==> src/rtl/key_pkg.sv <==
// Shared types and width helpers for the key matrix scanner.
package key_pkg;

    typedef enum logic [1:0] {
        EV_NONE,
        EV_PRESS,
        EV_RELEASE
    } key_ev_t;

    // Bits needed to index n items; never less than one bit.
    function automatic int unsigned code_width(input int unsigned n);
        return (n > 1) ? $clog2(n) : 1;
    endfunction

endpackage

==> src/rtl/key_frame_debounce.sv <==
// Accepts a scan frame once it has matched the previous raw frame often enough.
module key_frame_debounce
    import key_pkg::*;
#(
    parameter int unsigned N        = 16,
    parameter int unsigned DEBOUNCE = 4
) (
    input  logic         clk,
    input  logic         rst,
    input  logic [N-1:0] frame_i,
    input  logic         frame_done_i,
    output logic [N-1:0] frame_acc_c_o,
    output logic         accept_c_o
);

    localparam int unsigned SW = code_width(DEBOUNCE + 1);

    logic [N-1:0]  raw_q, raw_d;
    logic [SW-1:0] stable_q, stable_d;

    // Stable count saturates so a held frame keeps being re-accepted every frame.
    always_comb begin
        raw_d    = raw_q;
        stable_d = stable_q;
        if (frame_done_i) begin
            raw_d = frame_i;
            if (frame_i == raw_q) begin
                stable_d = (stable_q == SW'(DEBOUNCE)) ? stable_q : stable_q + SW'(1);
            end else begin
                stable_d = '0;
            end
        end
    end

    assign accept_c_o    = frame_done_i && (stable_d == SW'(DEBOUNCE));
    assign frame_acc_c_o = frame_i;

    always_ff @(posedge clk) begin
        if (rst) begin
            raw_q    <= '0;
            stable_q <= '0;
        end else begin
            raw_q    <= raw_d;
            stable_q <= stable_d;
        end
    end

endmodule

==> src/rtl/key_matrix_scan.sv <==
// Row-scanned key matrix reader: synchronises columns, debounces whole frames,
// and reports single-key press/release events.
module key_matrix_scan
    import key_pkg::*;
#(
    parameter int unsigned ROWS     = 4,
    parameter int unsigned COLS     = 4,
    parameter int unsigned SCAN_DIV = 1000,
    parameter int unsigned DEBOUNCE = 4
) (
    input  logic                                clk,
    input  logic                                rst,
    output logic [ROWS-1:0]                     row,
    input  logic [COLS-1:0]                     col,
    output logic [code_width(ROWS*COLS)-1:0]    key_code,
    output logic                                key_valid,
    output logic                                key_down,
    output logic                                key_release
);

    localparam int unsigned N  = ROWS * COLS;
    localparam int unsigned KW = code_width(N);
    localparam int unsigned CW = code_width(SCAN_DIV);
    localparam int unsigned IW = code_width(ROWS);

    logic [COLS-1:0] sync1_q, sync2_q;
    logic [CW-1:0]   slot_q, slot_d;
    logic [IW-1:0]   idx_q, idx_d;
    logic [ROWS-1:0] row_q, row_d;
    logic [N-1:0]    frame_q, frame_d;
    logic            tick_c, frame_done_c;

    logic [N-1:0]    frame_acc_c;
    logic            accept_c;

    logic [KW-1:0]   key_code_q, key_code_d;
    logic            key_valid_q, key_valid_d;
    logic            key_down_q, key_down_d;
    logic            key_release_q, key_release_d;

    logic [1:0]      ones_c;
    logic [KW-1:0]   code_c;
    key_ev_t         ev_c;

    assign tick_c       = (slot_q == CW'(SCAN_DIV - 1));
    assign frame_done_c = tick_c && (idx_q == IW'(ROWS - 1));

    // Slot timing, row rotation and capture of the active row's columns.
    always_comb begin
        slot_d  = tick_c ? '0 : slot_q + CW'(1);
        idx_d   = idx_q;
        row_d   = row_q;
        frame_d = frame_q;
        if (tick_c) begin
            idx_d    = (idx_q == IW'(ROWS - 1)) ? '0 : idx_q + IW'(1);
            row_d[0] = row_q[ROWS-1];
            for (int r = 1; r < ROWS; r++) begin
                row_d[r] = row_q[r-1];
            end
            for (int r = 0; r < ROWS; r++) begin
                if (idx_q == IW'(r)) begin
                    frame_d[r*COLS +: COLS] = ~sync2_q;
                end
            end
        end
    end

    key_frame_debounce #(
        .N        (N),
        .DEBOUNCE (DEBOUNCE)
    ) u_debounce (
        .clk           (clk),
        .rst           (rst),
        .frame_i       (frame_d),
        .frame_done_i  (frame_done_c),
        .frame_acc_c_o (frame_acc_c),
        .accept_c_o    (accept_c)
    );

    // Saturating 0/1/many popcount and OR-based one-hot encode of the accepted frame.
    always_comb begin
        ones_c = 2'd0;
        code_c = '0;
        for (int i = 0; i < N; i++) begin
            if (frame_acc_c[i]) begin
                ones_c = (ones_c == 2'd2) ? 2'd2 : ones_c + 2'd1;
                code_c = code_c | KW'(i);
            end
        end
    end

    always_comb begin
        ev_c = EV_NONE;
        if (accept_c) begin
            if (ones_c == 2'd1 && (!key_down_q || code_c != key_code_q)) begin
                ev_c = EV_PRESS;
            end else if (ones_c == 2'd0 && key_down_q) begin
                ev_c = EV_RELEASE;
            end
        end
    end

    always_comb begin
        key_code_d    = key_code_q;
        key_down_d    = key_down_q;
        key_valid_d   = 1'b0;
        key_release_d = 1'b0;
        case (ev_c)
            EV_PRESS: begin
                key_code_d  = code_c;
                key_down_d  = 1'b1;
                key_valid_d = 1'b1;
            end
            EV_RELEASE: begin
                key_down_d    = 1'b0;
                key_release_d = 1'b1;
            end
            default: ;
        endcase
    end

    always_ff @(posedge clk) begin
        if (rst) begin
            sync1_q       <= '1;
            sync2_q       <= '1;
            slot_q        <= '0;
            idx_q         <= '0;
            row_q         <= ~ROWS'(1);
            frame_q       <= '0;
            key_code_q    <= '0;
            key_valid_q   <= 1'b0;
            key_down_q    <= 1'b0;
            key_release_q <= 1'b0;
        end else begin
            sync1_q       <= col;
            sync2_q       <= sync1_q;
            slot_q        <= slot_d;
            idx_q         <= idx_d;
            row_q         <= row_d;
            frame_q       <= frame_d;
            key_code_q    <= key_code_d;
            key_valid_q   <= key_valid_d;
            key_down_q    <= key_down_d;
            key_release_q <= key_release_d;
        end
    end

    assign row         = row_q;
    assign key_code    = key_code_q;
    assign key_valid   = key_valid_q;
    assign key_down    = key_down_q;
    assign key_release = key_release_q;

endmodule

==> config.mk <==
export PLATFORM = sky130hd
export DESIGN_NAME = key_matrix_scan
export DESIGN_NICKNAME = d
export VERILOG_FILES = /design/src/rtl/key_pkg.sv /design/src/rtl/key_frame_debounce.sv /design/src/rtl/key_matrix_scan.sv
export SDC_FILE = /design/constraint.sdc
export NUM_CORES = 1
export LEC_CHECK = 0
export CAP_MARGIN = 20
export CORE_ASPECT_RATIO = 0.7
export CORE_MARGIN = 2
export CORE_UTILIZATION = 39
export DETAILED_ROUTE_END_ITERATION = 12
export DONT_BUFFER_PORTS = 1
export GPL_TIMING_DRIVEN = 0
export HOLD_SLACK_MARGIN = 0.06
export PLACE_DENSITY = 0.64
export SETUP_SLACK_MARGIN = 0.4
export SYNTH_ARGS = -nofsm -noshare
export SYNTH_HDL_FRONTEND = slang
export SYNTH_SLANG_ARGS = --single-unit
==> constraint.sdc <==
create_clock -name clk -period 8.1 [get_ports clk]
set_input_delay 0.81 -clock clk [delete_from_list [all_inputs] [get_ports clk]]
set_output_delay 0.81 -clock clk [all_outputs]
set_load 0.005 [all_outputs]
# --- Word level (Yosys, flattened, before mapping) ---
# Cells that the tools add are included.
word_totals:
  word_cells: 128
  in_bits: 6
  register_bits: 66
  out_inout_bits: 11
op_classes:
  n_bitwise: 1
  n_addsub: 18
  mux: 61
  eq_ne: 26
  n_reduce_logical: 10
op_table:
  columns: ["op", "n"]
  rows:
  - ["2-bit 2-to-1 mux", 36]
  - ["4-bit 2-to-1 mux", 12]
  - ["2-bit equality test (second input constant)", 18]
  - ["2-bit by 1-bit adder with 2-bit output (second input constant)", 16]
  - ["3-bit 2-to-1 mux", 7]
  - ["16-bit equality test", 1]
  - ["16-bit 2-to-1 mux", 1]
  - ["10-bit by 1-bit adder with 10-bit output (second input constant)", 1]
  - ["10-bit equality test (second input constant)", 1]
  - ["2-bit by 1-bit equality test with 1-bit output (second input constant)", 3]
  - ["3-bit equality test (second input constant)", 2]
  - ["1-bit logical AND", 4]
  - ["2-bit logical NOT", 2]
  - ["1-bit 2-to-1 mux", 4]
  - ["4-bit != test", 1]
  - ["4-bit NOT", 1]
  - ["3-bit by 1-bit adder with 3-bit output (second input constant)", 1]
  - ["1-bit case mux with 2 select lines", 1]
  - ["2-bit nonzero test", 1]
  - ["2-bit OR reduction", 1]
  - ["1-bit logical NOT", 1]
  - ["1-bit logical OR", 1]

# --- Depth between registers and ports, before layout ---
depth:
  ltp_word: 56
  ltp_mapped: 37
  depth_no_buf: 34

# --- Hierarchy ---
# From an unflattened synthesis, not the netlist that was laid out.
hier_totals:
  hier_cells: 571
  hier_area_um2: 4718.3
modules_own_cells:
  columns: ["module", "seq_area_each_um2", "cells_per_inst", "n_inst", "area_per_inst_um2"]
  rows:
  - ["key_matrix_scan", 940.9, 455, 1, 3638.5]
  - ["key_frame_debounce", 380.4, 116, 1, 1079.8]

# --- Worst setup path after synthesis ---
# Ideal clock, no wire load.
synth_path:
  path_type: "reg2reg"
  startpoint: "register slot_q[4]"
  endpoint: "register key_down_q, in the netlist key_down"
  required_ns: 7.972
  stages_incl_launch_ff: 31
  arrival_ns: 7.316
  period_less_slack_ns: 7.444
  setup_slack_ns: 0.656
  path_cell_list: "dfxtp_1 -> and4bb_4 -> nand4_4 -> buf_6 -> a21oi_1 -> inv_1 -> ha_1 -> or3b_2 -> a21oi_1 -> mux2i_1 -> o311ai_2 -> xor2_1 -> o32ai_4 -> nand2_1 -> xnor2_1 -> o211ai_1 -> o22ai_1 -> a21oi_1 -> o31ai_1 -> a31oi_4 -> xnor2_1 -> a211o_1 -> a221o_1 -> o22a_1 -> ha_1 -> a21oi_1 -> nand4_1 -> a2111o_1 -> ha_1 -> a21oi_1 -> nor2_1"
synth_via:
  elab_cells_between_ends: 97
  cone_classes: "15 x add/sub; 22 x eq/ne; 53 x mux; 7 x reduce/logical"
synth_lines:
  columns: ["item", "line", "text"]
  rows:
  - ["start: declaration", "key_matrix_scan.sv:27", "logic [CW-1:0] slot_q, slot_d;"]
  - ["start signal: assignment", "key_matrix_scan.sv:137", "slot_q <= slot_d;"]
  - ["10-bit equality test (*)", "key_matrix_scan.sv:45", "assign tick_c = (slot_q == CW'(SCAN_DIV - 1));"]
  - ["16-bit 2-to-1 mux (*)", "key_matrix_scan.sv:54", "if (tick_c) begin"]
  - ["named net frame_acc_c[1]", "key_matrix_scan.sv:33", "logic [N-1:0] frame_acc_c;"]
  - ["2-bit 2-to-1 mux", "key_matrix_scan.sv:85", "if (frame_acc_c[i]) begin"]
  - ["2-bit by 1-bit adder with 2-bit output or 2-bit equality test (tied branches)", "key_matrix_scan.sv:86", "ones_c = (ones_c == 2'd2) ? 2'd2 : ones_c + 2'd1;"]
  - ["2-bit 2-to-1 mux", "key_matrix_scan.sv:86", null]
  - ["2-bit 2-to-1 mux", "key_matrix_scan.sv:85", null]
  - ["2-bit by 1-bit adder with 2-bit output or 2-bit equality test (tied branches)", "key_matrix_scan.sv:86", null]
  - ["[... 37 more ...]", null, null]
  - ["2-bit 2-to-1 mux", "key_matrix_scan.sv:85", null]
  - ["2-bit logical NOT", "key_matrix_scan.sv:97", "end else if (ones_c == 2'd0 && key_down_q) begin"]
  - ["1-bit logical AND", "key_matrix_scan.sv:97", null]
  - ["2-bit 2-to-1 mux", "key_matrix_scan.sv:97", null]
  - ["2-bit 2-to-1 mux", "key_matrix_scan.sv:95", "if (ones_c == 2'd1 && (!key_down_q || code_c != key_code_q)) begin"]
  - ["2-bit 2-to-1 mux (*)", "key_matrix_scan.sv:94", "if (accept_c) begin"]
  - ["2-bit equality test or 2-bit by 1-bit equality test with 1-bit output (tied branches)", "key_matrix_scan.sv:108", "case (ev_c)"]
  - ["1-bit case mux with 2 select lines or 2-bit nonzero test (tied branches)", null, null]
  - ["end signal: assignment", "key_matrix_scan.sv:143", "key_down_q <= key_down_d;"]
  - ["end: declaration", "key_matrix_scan.sv:38", "logic key_down_q, key_down_d;"]
# Mark *: on every way through the listed nets, which the timed path passes. The rest lies on a longest branch.
# A chain may end at the register's enable or synchronous reset.

# --- Final worst setup path ---
layout_path:
  startpoint: "register slot_q[0]"
  endpoint: "register key_down_q, in the netlist key_down"
# The elaborated chain is that of the path after synthesis.

==> results.toml <==
[grt]
grtUsageTotal = 0.2039
antenna_found_initial = 0
grt_pass1_wl_mm = 21.04
overflow = 0
grt_pass1_vias = 4171
grt_max_degree = 12

[drt]
drtPass1Iterations = 4
vias = 4696
vias_per_cell = 5.907
routed_wirelength_mm = 14.21
detail_route.wl_per_cell_um = 17.87
drc_errors = 0
drtAntennaViolNets = 0
drtIter0Drc = 329

[setup_path]
end_kind = "register"
r2r_end = "key_down$_SDFFE_PP0P_"
cp_max_fo = 8
r2r_start = "slot_q[0]$_SDFF_PP0_"
r2r_slack_ns = 0.51
cp-start-kind = "register"
required_ns = 8.30
cp_slowest_cell = "or4_4"
critPathKind = "reg2reg"
cp_top_family = "compound AO/OA/AOI/OAI gates"
slowest_delay_ns = 0.55
crit_buf_inv = 4
crit_arrival_ns = 7.78
worst_r2r_path_depth = 34
crit_end = "key_down$_SDFFE_PP0P_"
startpoint = "slot_q[0]$_SDFF_PP0_"
worstSetupPathDepth = 34

[clock_tree]
cts_buffer_depth = 2
clock-sinks = 66
cts_buffers = 9
ctsHtreeMaxLevel = 3
clock_tree.root_cell = "clkbuf_16"
cts_tree = "done"
clock_latency_ns = 0.33
path_clk_slew_ns = 0.05

[die]
die_h_um = 96.30
dieArea_um2 = 13080
initial_core_util = 0.4033
core_um2 = 11770
fp.dieW_um = 135.8
rows = 33
boundaryPins = 17

[min_path]
hold_class = "reg2reg"
hp-start = "sync1_q[2]$_SDFF_PP1_"

[job]
cap_violations = 0

[power_and_ir_drop]
ir_drop_uv = 139.1
power_density_nw_per_um2 = 120.1
leakagePower_uw = 0.002283
finalPower_uw = 722.8

[timing]
slew_headroom = 0.3700
slew_violations = 0
rsz0062_at_grt = "false"
tightest_slew_ns = 0.9388
clock.fmax_mhz = 131.8
min_period_ns = 7.586
period_share = 0.9366
setup_viol = 0
hold_violations = 0
fin_skew_ns = 0.007985

[logic_synthesis]
synth_cell_types = 83
yosys.cell_count.top_type = "nor2_1"
synth_top_cell_by_area = "dfxtp_1"
synth_nets = 605
yosys-top-cells-count = "nor2_1 (80), dfxtp_1 (66), nand2_1 (52), xnor2_1 (33), a21oi_1 (25)"
yosys_register_bits = 66
synth_edf_count = 0
synth_area_leaders = "dfxtp_1 (28%), nor2_1 (6.3%), xnor2_1 (6.1%)"
ys_seq_area_frac = 0.2784
synth_top_flop_cell = "dfxtp_1"
async_flop_share = 0
syn_inst = 585
netlist.area_leader.share = 0.2784
avgSynthCellArea_um2 = 8.112
synth.cell_area_um2 = 4746
yosysWarningCount = 0

[layout]
layout.nets = 653
num_antenna_cells = 0
areaGrowthSynthToFinish_pct = 26.79
layout-drive-gt1-share = 0.2539
design_area_um2 = 6017

[run_status]
status = "complete, no violations"

[placement]
io_buffers = 0
gp_congestion = 0.8614
hpwl_mm = 9.501
placed_area_um2 = 4942
metrics by stage:
stage / worst slack (ns) / instances / hold slack, ns / TNS (ns) / utilization
finish: 0.5139 / 795 / 0.4088 / 0 / 0.5113
global route: 0.2409 / 795 / 0.4327 / 0 / 0.5113
CTS: 0.4097 / 769 / 0.4098 / 0 / 0.4632
detailed placement: -0.6249 / 742 / 0.3972 / -2.583 / 0.4200
global placement: -0.4370 / 742 / 0.3912 / -1.374 / 0.4200
floorplan: 0.6562 / 585 / 0.3895 / 0 / -
logic make-up (layout without fill, tap and decap cells):
family,Yosys count,count (layout),share of synthesized area
fa+ha+maj,14,14,0.03691
flops,66,66,0.2784
compound gates,167,167,0.2729
simple gates,232,232,0.2465
xor+xnor,45,45,0.08780
mux,15,15,0.03691
buf+inv,46,99,0.04060
layer usage:
metal	track usage	vias up	wire, µm	share of wire
met1	0.2979	2300	7052	0.50
met2	0.3064	133	6316	0.44
met4	0.05295	0	143	0.010
met5	0	-	0	0
li1	-	2250	-	-
met3	0.03844	13	695	0.049
layout make-up:
| cell class | instances | area (µm²) |
|---|---|---|
| fillers | 1101 | 5751 |
| flip-flops and latches | 66 | 1331 |
| plain buffers | 27 | 140.1 |
| inverters | 19 | 71.32 |
| repair buffers | 37 | 282.8 |
| multi-input cells | 473 | 3707 |
| well taps | 157 | 196.4 |
| clock buffers | 11 | 232.7 |
| clock inverters | 5 | 55.05 |
how the worst min path moves through the flow:
stage,end,slack (ns),depth (start not counted)
finish,sync2_q[2]$_SDFF_PP1_,0.41,1
global route,sync2_q[3]$_SDFF_PP1_,0.43,1
CTS,sync2_q[3]$_SDFF_PP1_,0.41,1
detailed placement,sync2_q[3]$_SDFF_PP1_,0.40,1
global placement,sync2_q[3]$_SDFF_PP1_,0.39,1
floorplan,sync2_q[0]$_SDFF_PP1_,0.39,1
layout by cell type (no fill, tap or decap), types with 15 or more instances in the layout:
master / synthesis / routed
inv_1: 19 / 18
o21ai_0: 20 / 17
nand3_1: 18 / 17
a211oi_1: 17 / 15
a21oi_1: 25 / 16
buf_4: 0 / 35
clkbuf_1: 19 / 20
nand2_1: 52 / 50
dfxtp_1: 66 / 58
nor2_1: 80 / 76
xnor2_1: 33 / 30
registers in the layout, indices dropped and copies added (netlist names), 2 cells and up:
signal and flops:
frame_q 16, u_debounce.raw_q 16, slot_q 10, key_code 4, row 4, sync1_q 4
sync2_q 4, u_debounce.stable_q 3, idx_q 2
worst register-to-register path, delay by kind of cell, from the launching register on:
family / cells / cell delay [ns]
compound gates: 14 / 3.33
xor+xnor: 3 / 0.58
buf+inv: 4 / 0.53
mux: 1 / 0.13
fa+ha+maj: 4 / 0.98
flops: 1 / 0.33
simple gates: 8 / 1.59
repair_timing:
action | CTS | global route
gates resized for setup | 29 | 73
hold buffers | 0 | 0
setup endpoints to repair | 7 | 7
gates cloned | 0 | 1
endpoints found under the hold margin | 0 | 0
pin swaps | 10 | 36
buffers inserted | 11 | 25
report_power, final:
group | internal, µW | leakage, µW | total (µW) | switching [µW]
Clock | 237 | 0.000136 | 376 | 139
Combinational | 4.82 | 0.00161 | 15.8 | 11.0
Sequential | 328 | 0.000538 | 331 | 3.23
Total | 570 | 0.00228 | 723 | 153
Power figures use the tool's default switching activity.
